==> src/rtl/uart_tx_pkg.sv <==
// Shared UART definitions: FSM state encodings and default timing constants,
// common to the transmitter and the matching receiver.
package uart_tx_pkg;

   localparam int N_BITS_DEF     = 8;
   localparam int OVERSAMPLE_DEF = 16;
   localparam int BAUD_DIV_DEF   = 326;   // 50 MHz / (9600 baud * 16)

   localparam logic [1:0] ST_IDLE  = 2'd0;
   localparam logic [1:0] ST_START = 2'd1;
   localparam logic [1:0] ST_DATA  = 2'd2;
   localparam logic [1:0] ST_STOP  = 2'd3;

endpackage

==> src/rtl/uart_tx_baud_rate_gen.sv <==
// Oversampling baud tick generator: a one-cycle tick every BAUD_DIV clocks,
// restartable with clear so a new frame begins on a full baud period.
module baud_rate_gen #(
   parameter int BAUD_DIV = 326
) (
   input  logic clock,
   input  logic reset_n,
   input  logic clear,
   output logic tick
);

   localparam int CNT_W = (BAUD_DIV > 1) ? $clog2(BAUD_DIV) : 1;
   localparam logic [CNT_W-1:0] CNT_LAST = CNT_W'(BAUD_DIV - 1);

   logic [CNT_W-1:0] cnt_r;
   logic [CNT_W-1:0] cnt_next_s;
   logic             tick_r;

   // Next divider count: restart on clear or at the terminal count.
   always_comb begin
      cnt_next_s = cnt_r;
      if (clear) begin
         cnt_next_s = '0;
      end else if (cnt_r == CNT_LAST) begin
         cnt_next_s = '0;
      end else begin
         cnt_next_s = cnt_r + CNT_W'(1);
      end
   end

   // Tick is registered from the next count so it is high exactly while cnt_r is terminal.
   always_ff @(posedge clock or negedge reset_n) begin
      if (!reset_n) begin
         cnt_r  <= '0;
         tick_r <= 1'b0;
      end else begin
         cnt_r  <= cnt_next_s;
         tick_r <= (cnt_next_s == CNT_LAST);
      end
   end

   assign tick = tick_r;

endmodule

==> src/rtl/uart_tx.sv <==
// UART 8N1 transmitter: accepts a byte on a start strobe, sends it LSB first
// with start/stop framing, and pulses tx_done when the stop bit completes.
module uart_tx
   import uart_tx_pkg::*;
#(
   parameter int N_BITS     = N_BITS_DEF,
   parameter int OVERSAMPLE = OVERSAMPLE_DEF,
   parameter int BAUD_DIV   = BAUD_DIV_DEF
) (
   input  logic              clock,
   input  logic              reset_n,
   input  logic              tx_start,
   input  logic [N_BITS-1:0] data_in,
   output logic              tx,
   output logic              tx_busy,
   output logic              tx_done
);

   localparam int TICK_W = $clog2(OVERSAMPLE);
   localparam int BIT_W  = $clog2(N_BITS);
   localparam logic [TICK_W-1:0] LAST_TICK = TICK_W'(OVERSAMPLE - 1);
   localparam logic [BIT_W-1:0]  LAST_BIT  = BIT_W'(N_BITS - 1);

   logic [1:0]        state_r,    state_next_s;
   logic [TICK_W-1:0] tick_cnt_r, tick_cnt_next_s;
   logic [BIT_W-1:0]  bit_idx_r,  bit_idx_next_s;
   logic [N_BITS-1:0] shift_r,    shift_next_s;
   logic              tx_r,       tx_next_s;
   logic              busy_r,     busy_next_s;
   logic              done_r,     done_next_s;
   logic              clear_s;
   logic              tick_s;
   logic              last_tick_s;

   baud_rate_gen #(
      .BAUD_DIV (BAUD_DIV)
   ) u_baud (
      .clock   (clock),
      .reset_n (reset_n),
      .clear   (clear_s),
      .tick    (tick_s)
   );

   assign last_tick_s = tick_s && (tick_cnt_r == LAST_TICK);

   // Next-state and next-output logic for the framing FSM.
   always_comb begin
      state_next_s    = state_r;
      bit_idx_next_s  = bit_idx_r;
      shift_next_s    = shift_r;
      tx_next_s       = tx_r;
      busy_next_s     = busy_r;
      done_next_s     = 1'b0;
      clear_s         = 1'b0;
      if (tick_s) begin
         tick_cnt_next_s = last_tick_s ? '0 : tick_cnt_r + TICK_W'(1);
      end else begin
         tick_cnt_next_s = tick_cnt_r;
      end

      case (state_r)
         ST_IDLE: begin
            tick_cnt_next_s = '0;
            if (tx_start) begin
               state_next_s   = ST_START;
               shift_next_s   = data_in;
               tx_next_s      = 1'b0;
               busy_next_s    = 1'b1;
               bit_idx_next_s = '0;
               clear_s        = 1'b1;
            end else begin
               bit_idx_next_s = '0;
            end
         end
         ST_START: begin
            if (last_tick_s) begin
               state_next_s   = ST_DATA;
               tx_next_s      = shift_r[0];
               bit_idx_next_s = '0;
            end else begin
               state_next_s = ST_START;
            end
         end
         ST_DATA: begin
            if (last_tick_s) begin
               if (bit_idx_r == LAST_BIT) begin
                  state_next_s   = ST_STOP;
                  tx_next_s      = 1'b1;
                  bit_idx_next_s = '0;
               end else begin
                  shift_next_s   = {1'b0, shift_r[N_BITS-1:1]};
                  tx_next_s      = shift_r[1];
                  bit_idx_next_s = bit_idx_r + BIT_W'(1);
               end
            end else begin
               state_next_s = ST_DATA;
            end
         end
         ST_STOP: begin
            if (last_tick_s) begin
               state_next_s = ST_IDLE;
               busy_next_s  = 1'b0;
               done_next_s  = 1'b1;
            end else begin
               state_next_s = ST_STOP;
            end
         end
         default: begin
            state_next_s    = ST_IDLE;
            tick_cnt_next_s = '0;
            bit_idx_next_s  = '0;
            tx_next_s       = 1'b1;
            busy_next_s     = 1'b0;
         end
      endcase
   end

   // State and output registers; reset aborts any frame and idles the line high.
   always_ff @(posedge clock or negedge reset_n) begin
      if (!reset_n) begin
         state_r    <= ST_IDLE;
         tick_cnt_r <= '0;
         bit_idx_r  <= '0;
         shift_r    <= '0;
         tx_r       <= 1'b1;
         busy_r     <= 1'b0;
         done_r     <= 1'b0;
      end else begin
         state_r    <= state_next_s;
         tick_cnt_r <= tick_cnt_next_s;
         bit_idx_r  <= bit_idx_next_s;
         shift_r    <= shift_next_s;
         tx_r       <= tx_next_s;
         busy_r     <= busy_next_s;
         done_r     <= done_next_s;
      end
   end

   assign tx      = tx_r;
   assign tx_busy = busy_r;
   assign tx_done = done_r;

endmodule

==> config.mk <==
export PLATFORM = sky130hd
export DESIGN_NAME = uart_tx
export DESIGN_NICKNAME = d
export VERILOG_FILES = /design/src/rtl/uart_tx_pkg.sv /design/src/rtl/uart_tx_baud_rate_gen.sv /design/src/rtl/uart_tx.sv
export SDC_FILE = /design/constraint.sdc
export NUM_CORES = 1
export LEC_CHECK = 0
export BUFFER_PORTS_ARGS = -buffer_cell sky130_fd_sc_hd__buf_2
export CAP_MARGIN = 20
export CORE_MARGIN = 2
export CORE_UTILIZATION = 53
export DETAILED_ROUTE_END_ITERATION = 8
export PLACE_DENSITY = 0.72
export SYNTH_ARGS = -nofsm -noshare
export SYNTH_HDL_FRONTEND = slang
export SYNTH_SLANG_ARGS = --single-unit
==> constraint.sdc <==
create_clock -name clock -period 1.8 [get_ports clock]
set_input_delay 0.27 -clock clock [delete_from_list [all_inputs] [get_ports clock]]
set_output_delay 0.27 -clock clock [all_outputs]
set_load 0.02 [all_outputs]
==> out/metrics.csv, run 1 <==
stage;metric;value;unit
synth;flops & latches, synth;30;
setup_path;RR Startpoint;state_r[1]$_DFFE_PN0P_;
floorplan;Boundary Pins;14;
layout;final net count;195;
grt;grt met3 use;0.0693;
routing;ANT nets after route;0;
routing;Remaining DRCs;0;
layout;Finished Layout Cells;207;
floorplan;Core Rows;20;
synth;Netlist cell types;40;
timing;FMAX;593;MHz
layout;fraction of layout cells with a size suffix above 1;0.282;
floorplan;Die X;60.0;um
grt;Overflow after GRT;0;
routing;via count;1166;
setup_path;R2R Path End;shift_r[5]$_DFFE_PN0P_;
grt;GRT met2 Usage;0.317;
placed_design;Detailed Place HPWL;2130;um
cts;clock latency on the worst-skew pair;0.32;ns
floorplan;Initial Utilization;0.552;
synth;top cells by area, synth;dfrtp_1, mux2_2, ha_1;
grt;initial antenna violation count;0;
cts;Max clock buf depth;2;
grt;global-route met1 utilization;0.247;
setup_path;CP Data Required Time;2.00;ns
routing;Starting DRT DRC Count;66;
synth;yosys warns;0;
setup_path;WS Path Type;reg2reg;
pwr;maximum vdd drop;0.570;mV
layout;area grow syn2layout;11.6;%
setup_path;worst reg-to-reg path cell count;5;
cts;Worst-path clk slew;0.09;ns
grt;largest net degree at the start of global routing;31;
synth;cells after synthesis;151;
routing;DRT Pass-1 Iters;4;
pwr;pwr dens;576;mW/mm2
synth;top-count cell post-synth;dfrtp_1;
grt;number of global-route vias before repair;1133;
timing;total negative slack;0;ns
synth;asr flop ratio synth;1.00;
routing;Routed Wire Length;2940;um
setup_path;Setup crit end kind;flop;
timing;Slew Viols, Final;0;
cts;TritonCTS clock tree;built;
setup_path;Crit Path Max Fanout;8;
timing;Hold Violations, Final;0;
timing;Final Cycle Share;0.937;
outcome;outcome;finished, final reports clean;
layout;Core Util, Final;0.617;
run;number of max-cap violations;0;
timing;RSZ-0062 raised after global routing;false;
synth;Post-synth EDFFs;0;
synth;synthesized area;0.00166;mm2
min_path;Hold Crit Class;in2reg;
layout;Diodes inserted;0;
cts;Clock Tree Root;clkbuf_4;
synth;Yosys top cell area share;0.437;
cts;CTS H-tree depth;2;
setup_path;Crit path arrival time;1.89;ns
grt;total track usage;0.197;
placed_design;port buffer count;13;
timing;Clock Skew;0.00738;ns
cts;total CTS buffers;5;
synth;Post-synth top cells;dfrtp_1, mux2_2, nor2_1, nand2_1, ha_1;
synth;prevailing post-synth register cell;dfrtp_1;
placed_design;final weighted congestion in routability-driven placement;0.861;
setup_path;flop2flop setup slack;0.11;ns
pwr;P_leak;0.000865;uW
synth;syn avg cell area;11.0;um2
synth;register area share after synthesis;0.453;
grt;first-pass GRT wire length;5090;um
cts;Post-CTS Setup Inserts;0;
setup_path;Startpoint Class;flop;
min_path;WHS Endpoint;shift_r[7]$_DFFE_PN0P_;
timing;final setup fails;0;
routing;wire per inst;14.2;um
floorplan;die extent in y;60.0;um
floorplan;Core Area;0.00300;mm2
synth;Synth area leader;dfrtp_1;
timing;min Tclk post-route;1.69;ns
grt;layer carrying the most global-route usage;met2;
min_path;Worst Hold Launch;data_in[7];
timing;worst slew pin tran;0.662;ns
routing;vias per inst;5.63;
timing;Max-slew headroom;0.558;
floorplan;DIE AREA;0.00359;mm2
cts;CTS Sinks;30;
placed_design;Inst Count DP;199;
synth;post-synthesis net count;172;
layout;Filler Cell Count;241;
min_path;Hold Path Depth;3;
[worst max-delay path, cell delays in order, from the launching register on]
cell and delay [ns]:
dfrtp_1 0.44, inv_1 0.14, ha_1 0.26, nand2b_1 0.17, o211ai_4 0.19, mux2_2 0.38
[power by group]
group / internal, uW / switching, uW
Combinational: 15.7 / 18.8
Clock: 147 / 212
Sequential: 673 / 0
[sequential cells by signal (all words and copies together) (netlist names)]
| register | cells |
|---|---|
| bit_idx_r | 3 |
| shift_r | 8 |
| state_r | 2 |
| tick_cnt_r | 4 |
| tx | 1 |
| tx_busy | 1 |
| tx_done | 1 |
| u_baud.cnt_r | 9 |
| u_baud.tick | 1 |
[through the flow]
step | total power (uW) | instance area (um2) | worst slack [ns] | hold slack (ns)
finish | 1070 | 1850 | 0.113 | 0.252
global route | 1120 | 1850 | 0.0388 | 0.241
CTS | 1080 | 1840 | 0.0845 | 0.250
detailed placement | 721 | 1790 | 0.0993 | 0.341
global placement | 720 | 1790 | 0.146 | 0.339
floorplan | 695 | 1660 | 0.102 | -0.0256
[how the worst max path moves through the flow]
stage | start | end | slack, ns
finish | state_r[1]$_DFFE_PN0P_ | shift_r[5]$_DFFE_PN0P_ | 0.11
global route | bit_idx_r[0]$_DFFE_PN0P_ | shift_r[5]$_DFFE_PN0P_ | 0.04
CTS | state_r[0]$_DFFE_PN0P_ | shift_r[4]$_DFFE_PN0P_ | 0.08
detailed placement | state_r[0]$_DFFE_PN0P_ | shift_r[4]$_DFFE_PN0P_ | 0.1
global placement | state_r[0]$_DFFE_PN0P_ | shift_r[5]$_DFFE_PN0P_ | 0.15
floorplan | state_r[0]$_DFFE_PN0P_ | shift_r[0]$_DFFE_PN0P_ | 0.10
[cells in the final DEF, fill, tap and decap left out, types with 5 or more instances in the layout]
master    instances
nor2_1           15
mux2_2           15
buf_4             5
clkbuf_4          5
o21ai_0           5
dfrtp_1          29
inv_1             7
buf_2            13
nand2_1          13
a21oi_1           5
ha_1              9
[cell type report]
type                       instances  area (um2)  share of cell area
tap                               33        41.3              0.0223
sequential                        30         752               0.406
timing repair buffer              19         113              0.0608
inverter                           7        26.3              0.0142
clock buffer                       7        45.0              0.0243
multi-input combinational        111         875               0.472
[what timing repair did]
| action | 4_1_cts | 5_1_grt |
|---|---|---|
| endpoints found under the setup margin | 0 | 4 |
| hold buffers | 1 | 0 |
| hold endpoints to repair | 29 | 0 |
| resized for setup | 0 | 2 |
[layer usage]
metal / up-vias / routed length (um)
met2: 19 / 1380
met3: 6 / 119
met5: - / 0
met1: 551 / 1390
met4: 0 / 46
li1: 590 / -
[logic make-up (layout without fill, tap and decap cells)]
kind of cell	Yosys count	after routing	synth area share
adder cells (fa/ha/maj)	10	10	0.0754
multiplexers	19	19	0.126
AND/OR/NAND/NOR	49	49	0.159
XOR/XNOR	8	8	0.0422
AO/OA/AOI/OAI	25	25	0.120
flip-flops	30	30	0.453
buffers and inverters	10	33	0.0241
No activity file was read; power rests on OpenSTA's default activity.
==> run 2: changes to the inputs <==
--- a/config.mk
+++ b/config.mk
@@ -5,12 +5,15 @@
 export SDC_FILE = /design/constraint.sdc
 export NUM_CORES = 1
 export LEC_CHECK = 0
+export ABC_AREA = 1
 export BUFFER_PORTS_ARGS = -buffer_cell sky130_fd_sc_hd__buf_2
 export CAP_MARGIN = 20
+export CORE_ASPECT_RATIO = 1.25
 export CORE_MARGIN = 2
 export CORE_UTILIZATION = 53
 export DETAILED_ROUTE_END_ITERATION = 8
 export PLACE_DENSITY = 0.72
+export SLEW_MARGIN = 20
 export SYNTH_ARGS = -nofsm -noshare
 export SYNTH_HDL_FRONTEND = slang
 export SYNTH_SLANG_ARGS = --single-unit
==> out/metrics.csv, run 2 <==
stage;metric;value;unit;change
outcome;outcome;finished, final reports clean;;
routing;Starting DRT DRC Count;42;;-36%
layout;post-route design area;0.00197;mm2;+6.2%
synth;synthesized area;0.00174;mm2;+4.9%
cts;Max clock buf depth;2;;unchanged
run;number of max-cap violations;0;;unchanged
layout;Top reg by flops;u_baud.cnt_r;;
min_path;Hold Crit Class;in2async;;
cts;Clock Tree Root;clkbuf_8;;
floorplan;Die X;55.3;um;-7.8%
synth;Netlist cell types;30;;-25%
routing;DRT Pass-1 Iters;4;;unchanged
floorplan;die extent in y;68.1;um;+14%
pwr;maximum vdd drop;0.875;mV;+54%
grt;largest net degree at the start of global routing;31;;unchanged
cts;total CTS buffers;5;;unchanged
setup_path;Setup crit end kind;flop;;
routing;via count;1368;;+17%
routing;Routed Wire Length;3220;um;+9.4%
setup_path;Crit path buffers/inverters;2;;+1
synth;syn avg cell area;8.45;um2;-23%
layout;area grow syn2layout;13.0;%;
layout;Filler Cell Count;295;;+22%
timing;RSZ-0062 raised after global routing;false;;
floorplan;Core Rows;23;;+15%
grt;total track usage;0.195;;-0.00247
grt;Overflow after GRT;0;;unchanged
synth;cells after synthesis;206;;+36%
cts;clock latency on the worst-skew pair;0.28;ns;-0.04 ns
cts;TritonCTS clock tree;built;;
layout;commonest cells after routing, fill and taps aside;nand2_1, dfrtp_1, nor2_1;;
layout;final net count;248;;+27%
cts;hold buffer count at cts;0;;-1
layout;Diodes inserted;0;;unchanged
synth;Synth area leader;dfrtp_1;;
routing;Remaining DRCs;0;;unchanged
timing;total negative slack;0;ns;unchanged
routing;wire per inst;12.1;um;-15%
setup_path;CP Data Required Time;1.96;ns;-0.04 ns
synth;Post-synth top cells;nand2_1, dfrtp_1, nor2_1, inv_1, nand3_1;;
synth;Post-synth EDFFs;0;;unchanged
floorplan;DIE AREA;0.00376;mm2;+4.7%
routing;vias per inst;5.16;;-8.4%
timing;final setup fails;0;;unchanged
timing;Max-slew headroom;0.555;;-0.00330
synth;post-synthesis net count;227;;+32%
synth;asr flop ratio synth;1.00;;unchanged
synth;yosys warns;0;;unchanged
synth;register area share after synthesis;0.432;;-0.0212
layout;fraction of layout cells with a size suffix above 1;0.237;;-0.0448
synth;flops & latches, synth;30;;unchanged
timing;worst slew pin tran;0.667;ns;+0.00494 ns
cts;Worst-path clk slew;0.06;ns;-0.03 ns
setup_path;Slowest-stage cell, CP;dfrtp_1;;
setup_path;Startpoint Class;flop;;
placed_design;port buffer count;13;;unchanged
setup_path;Crit Path Max Fanout;8;;unchanged
grt;number of global-route vias before repair;1364;;+20%
timing;min Tclk post-route;1.60;ns;-0.0824 ns
layout;Core Util, Final;0.621;;+0.00468
placed_design;DP Area;0.00184;mm2;+3.0%
synth;top-count cell post-synth;nand2_1;;
timing;Hold Violations, Final;0;;unchanged
layout;largest registers;u_baud.cnt_r (9), shift_r (8), tick_cnt_r (4);;
synth;top cells by area, synth;dfrtp_1, nand2_1, ha_1;;
timing;Clock Skew;0.00378;ns;-0.00359 ns
timing;Slew Viols, Final;0;;unchanged
grt;first-pass GRT wire length;5590;um;+9.9%
grt;initial antenna violation count;0;;unchanged
layout;max reg flops;9;;unchanged
pwr;Power Total;2380;uW;+120%
timing;Final Cycle Share;0.892;;-0.0458
layout;most common cell after layout, fill and taps aside;nand2_1;;
synth;prevailing post-synth register cell;dfrtp_1;;
cts;CTS Sinks;30;;unchanged
routing;ANT nets after route;0;;unchanged
setup_path;critical path, cell by cell;inv_1 -> ha_1 -> inv_2 -> nor2_1 -> a21oi_2 -> o211ai_4 -> nand2_1 -> o21ai_2;;
floorplan;Core Area;0.00317;mm2;+5.4%
synth;Yosys top cell area share;0.417;;-0.0204
setup_path;WS Path Type;reg2reg;;
placed_design;final weighted congestion in routability-driven placement;0.792;;-8.0%
setup_path;Top delay family on crit path;compound AO/OA/AOI/OAI gates;;
setup_path;max incr delay on CP;0.39;ns;-0.05 ns
pwr;P_leak;0.00103;uW;+18%
placed_design;Detailed Place HPWL;2410;um;+13%
floorplan;Initial Utilization;0.550;;-0.00270
timing;FMAX;623;MHz;+5.1%
cts;CTS H-tree depth;2;;unchanged
floorplan;Boundary Pins;14;;unchanged
setup_path;Crit path arrival time;1.76;ns;-0.13 ns
pwr;pwr dens;1210;mW/mm2;+110%
run 2: changes by cell type in the layout (fill, tap and decap cells not counted), moves of 7 or more:
cell / previous run / this run
o21ai_2: 1 / 11
mux2_2: 15 / 0
nand3_1: 3 / 13
nor2_1: 15 / 22
inv_1: 7 / 20
nand2_1: 13 / 58
run 2: final timing paths:
path / from / to / slack, ns / cells past startpoint
max reg2reg: state_r[1]$_DFFE_PN0P_ / shift_r[3]$_DFFE_PN0P_ / 0.20 / 8
max in group asynchronous: reset_n / shift_r[7]$_DFFE_PN0P_ / 1.34 / 1
min in group clock: data_in[7] / shift_r[7]$_DFFE_PN0P_ / 0.25 / 3
min: reset_n / u_baud.cnt_r[1]$_DFF_PN0_ / 0.02 / 1
min reg2reg: tx$_DFFE_PN1P_ / tx$_DFFE_PN1P_ / 0.47 / 2
max: state_r[1]$_DFFE_PN0P_ / shift_r[3]$_DFFE_PN0P_ / 0.20 / 8
run 2: cell type report:
class	instances	area, um2	area share
Clock buffer	7	86.3	0.0439
Sequential cell	30	752	0.382
Inverter	27	104	0.0528
Clock inverter	1	5.00	0.00254
Tap cell	37	46.3	0.0235
Multi-Input combinational cell	148	893	0.454
Timing Repair Buffer	15	80.1	0.0407
run 2: logic make-up (layout without fill, tap and decap cells):
| logic type | Yosys count | after routing | share of synthesized area |
|---|---|---|---|
| and+or+nand+nor | 106 | 106 | 0.275 |
| DFF | 30 | 30 | 0.432 |
| buffers and inverters | 29 | 50 | 0.0690 |
| AOI/OAI and AO/OA | 24 | 25 | 0.112 |
| adders and majority gates | 10 | 10 | 0.0719 |
| muxes | 6 | 6 | 0.0345 |
| xor gates and xnor gates | 1 | 1 | 0.00503 |
run 2: where the power goes:
part	switching, uW	internal [uW]
logic	509	323
clock network	246	308
registers	150	844
total	906	1470
run 2: timing repair:
action,4_1_cts,5_1_grt
buffers inserted,0,1
gates resized for setup,0,2
endpoints found under the setup margin,0,8
endpoints found under the hold margin,0,0
run 2: routing by layer:
metal / global-route usage / part of all wire / vias up
met5: 0 / 0 / -
met3: 0.0529 / 0.034 / 11
met4: 0.101 / 0.033 / 0
met1: 0.194 / 0.41 / 628
li1: - / - / 701
met2: 0.374 / 0.52 / 28
run 2: stage by stage:
step,hold slack [ns],instances,worst slack (ns)
after floorplan,-0.0256,206,0.287
after global placement,0.338,255,0.161
after detailed placement,0.345,255,0.101
after CTS,0.0423,263,0.0896
after global routing,0.0817,265,0.0449
final,0.0183,265,0.195
==> run 3: changes to the inputs <==
--- a/config.mk
+++ b/config.mk
@@ -16,4 +16,5 @@
 export SLEW_MARGIN = 20
 export SYNTH_ARGS = -nofsm -noshare
 export SYNTH_HDL_FRONTEND = slang
+export SYNTH_HIERARCHICAL = 1
 export SYNTH_SLANG_ARGS = --single-unit
==> out/metrics.csv, run 3 <==
stage;metric;value;unit;change
outcome;outcome;finished, final reports clean;;
synth;Synth area leader;dfrtp_1;;
cts;Clock Tree Root;clkbuf_8;;
pwr;pwr dens;639;mW/mm2;-47%
timing;final setup fails;0;;unchanged
synth;post-synthesis net count;236;;+4.0%
placed_design;final weighted congestion in routability-driven placement;0.859;;+8.4%
timing;Final Cycle Share;0.903;;+0.0118
pwr;P_leak;0.00108;uW;+5.8%
synth;Yosys top cell area share;0.411;;-0.00591
run;number of max-cap violations;0;;unchanged
timing;worst slew pin tran;0.682;ns;+0.0144 ns
layout;area grow syn2layout;11.3;%;
synth;register area share after synthesis;0.426;;-0.00612
grt;largest net degree at the start of global routing;31;;unchanged
floorplan;Boundary Pins;14;;unchanged
timing;Max-slew headroom;0.546;;-0.00960
routing;wire per inst;11.8;um;-2.7%
routing;via count;1359;;-0.66%
floorplan;DIE AREA;0.00381;mm2;+1.3%
cts;TritonCTS clock tree;built;;
timing;total negative slack;0;ns;unchanged
floorplan;die extent in y;68.5;um;+0.67%
synth;mux contribution to synthesized area;0.0340;;-0.000489
synth;flops & latches, synth;30;;unchanged
grt;Overflow after GRT;0;;unchanged
setup_path;Crit Path Max Fanout;16;;+8
synth;cells after synthesis;215;;+4.4%
synth;prevailing post-synth register cell;dfrtp_1;;
synth;Netlist cell types;27;;-10%
placed_design;DP Area;0.00187;mm2;+1.6%
cts;total CTS buffers;5;;unchanged
layout;Top reg by flops;u_baud/cnt_r;;
setup_path;CP Data Required Time;1.97;ns;about the same
synth;Synth Area in Compound Gates;0.0765;;-0.0356
grt;first-pass GRT wire length;5990;um;+7.2%
setup_path;Startpoint Class;flop;;
layout;largest registers;u_baud/cnt_r (9), shift_r (8), tick_cnt_r (4);;
synth;Synth Area in Simple Gates;0.315;;+0.0400
cts;hold buffer count at cts;0;;unchanged
placed_design;port buffer count;13;;unchanged
synth;top cells by area, synth;dfrtp_1, nand2_1, ha_1;;
setup_path;CP Launch Point;bit_idx_r[0]$_DFFE_PN0P_;;
routing;Starting DRT DRC Count;37;;-12%
layout;commonest cells after routing, fill and taps aside;nand2_1, dfrtp_1, inv_1;;
synth;Synth Area in Adders;0.0709;;-0.00102
routing;ANT nets after route;0;;unchanged
setup_path;R2R Path End;shift_r[0]$_DFFE_PN0P_;;
layout;most common cell after layout, fill and taps aside;nand2_1;;
cts;CTS H-tree depth;2;;unchanged
layout;final net count;256;;+3.2%
routing;vias per inst;4.98;;-3.6%
grt;number of global-route vias before repair;1387;;+1.7%
floorplan;Initial Utilization;0.553;;+0.00288
timing;Slew Viols, Final;0;;unchanged
timing;Clock Skew;0.00347;ns;-0.000312 ns
setup_path;crit path capture;shift_r[0]$_DFFE_PN0P_;;
cts;CTS Sinks;30;;unchanged
timing;min Tclk post-route;1.63;ns;+0.0212 ns
synth;Post-synth top cells;nand2_1, dfrtp_1, inv_1, nor2_1, nand3_1;;
synth;synthesized area;0.00177;mm2;+1.4%
timing;FMAX;615;MHz;-1.3%
layout;post-route design area;0.00196;mm2;-0.13%
floorplan;Die X;55.6;um;+0.66%
synth;XOR/XNOR Fraction of Synth Area;0.00496;;-0.0000713
pwr;maximum vdd drop;0.597;mV;-32%
setup_path;WS Path Type;reg2reg;;
cts;Max clock buf depth;2;;unchanged
routing;Remaining DRCs;0;;unchanged
placed_design;Detailed Place HPWL;2370;um;-1.7%
layout;max reg flops;9;;unchanged
min_path;Hold Crit Class;in2async;;
floorplan;Core Area;0.00319;mm2;+0.91%
grt;total track usage;0.207;;+0.0121
setup_path;RR Startpoint;bit_idx_r[0]$_DFFE_PN0P_;;
synth;asr flop ratio synth;1.00;;unchanged
setup_path;Setup crit end kind;flop;;
cts;CTS resizes;0;;unchanged
cts;clock latency on the worst-skew pair;0.28;ns;about the same
setup_path;flop2flop setup slack;0.17;ns;-0.02 ns
timing;RSZ-0062 raised after global routing;false;;
synth;yosys warns;6;;+6
layout;Diodes inserted;0;;unchanged
cts;Post-CTS Setup Inserts;0;;unchanged
synth;syn avg cell area;8.21;um2;-2.8%
synth;top-count cell post-synth;nand2_1;;
layout;fraction of layout cells with a size suffix above 1;0.220;;-0.0165
routing;Routed Wire Length;3230;um;+0.28%
setup_path;Crit path arrival time;1.79;ns;+0.03 ns
timing;Hold Violations, Final;0;;unchanged
synth;largest family of logic cells by synthesized area;simple AND/OR/NAND/NOR gates;;
floorplan;Core Rows;23;;unchanged
timing;WHS;0.0242;ns;+0.00594 ns
grt;initial antenna violation count;0;;unchanged
setup_path;worst reg-to-reg path cell count;7;;-1
layout;Core Util, Final;0.615;;-0.00638
synth;Post-synth EDFFs;0;;unchanged
routing;DRT Pass-1 Iters;4;;unchanged
cts;Worst-path clk slew;0.06;ns;about the same
run 3: worst min-delay path by stage:
stage / startpoint / to / slack [ns] / depth (start not counted)
floorplan: reset_n / bit_idx_r[0]$_DFFE_PN0P_ / -0.03 / 0
global placement: reset_n / bit_idx_r[2]$_DFFE_PN0P_ / 0.34 / 1
detailed placement: reset_n / bit_idx_r[2]$_DFFE_PN0P_ / 0.35 / 1
CTS: reset_n / bit_idx_r[2]$_DFFE_PN0P_ / 0.04 / 1
global route: reset_n / u_baud/cnt_r[7]$_DFF_PN0_ / 0.08 / 1
finish: reset_n / bit_idx_r[1]$_DFFE_PN0P_ / 0.02 / 1
run 3: power breakdown:
group	switching [uW]	internal (uW)
registers	0	674
clock network	249	308
logic	16.4	7.91
run 3: worst max-delay path, cell delays in order, from the launching register on:
cell,delay (ns)
dfrtp_1,0.40
ha_1,0.20
ha_1,0.21
nand2_1,0.10
o21a_1,0.17
nand3_4,0.22
nand2_1,0.15
o21ai_2,0.06
run 3: routing by layer:
layer,share of wire,GRT usage
met1,0.48,0.255
met2,0.46,0.332
met3,0.029,0.0392
met4,0.036,0.146
met5,0,0
run 3: final cells by class:
cell class                 instances  area [um2]
fill                             276        1230
tap                               37        46.3
multi-input combinational        154         886
clock buffer                       7        86.3
sequential                        30         752
clock inverter                     1        5.00
inverter                          29         109
timing repair buffer              15        80.1
run 3: through the flow:
step	power [uW]	cells	setup slack, ns
2_1_floorplan	687	215	0.339
3_3_place_gp	712	265	0.198
3_5_place_dp	712	265	0.177
4_1_cts	1280	273	0.164
5_1_grt	1310	273	0.0116
6_report	1260	273	0.174
run 3: kinds of logic after synthesis:
logic type	Yosys count
XOR/XNOR	1
buffers and inverters	31
AND/OR/NAND/NOR	117
AO/OA/AOI/OAI	20
flip-flops	30
adder cells (fa/ha/maj)	10
multiplexers	6
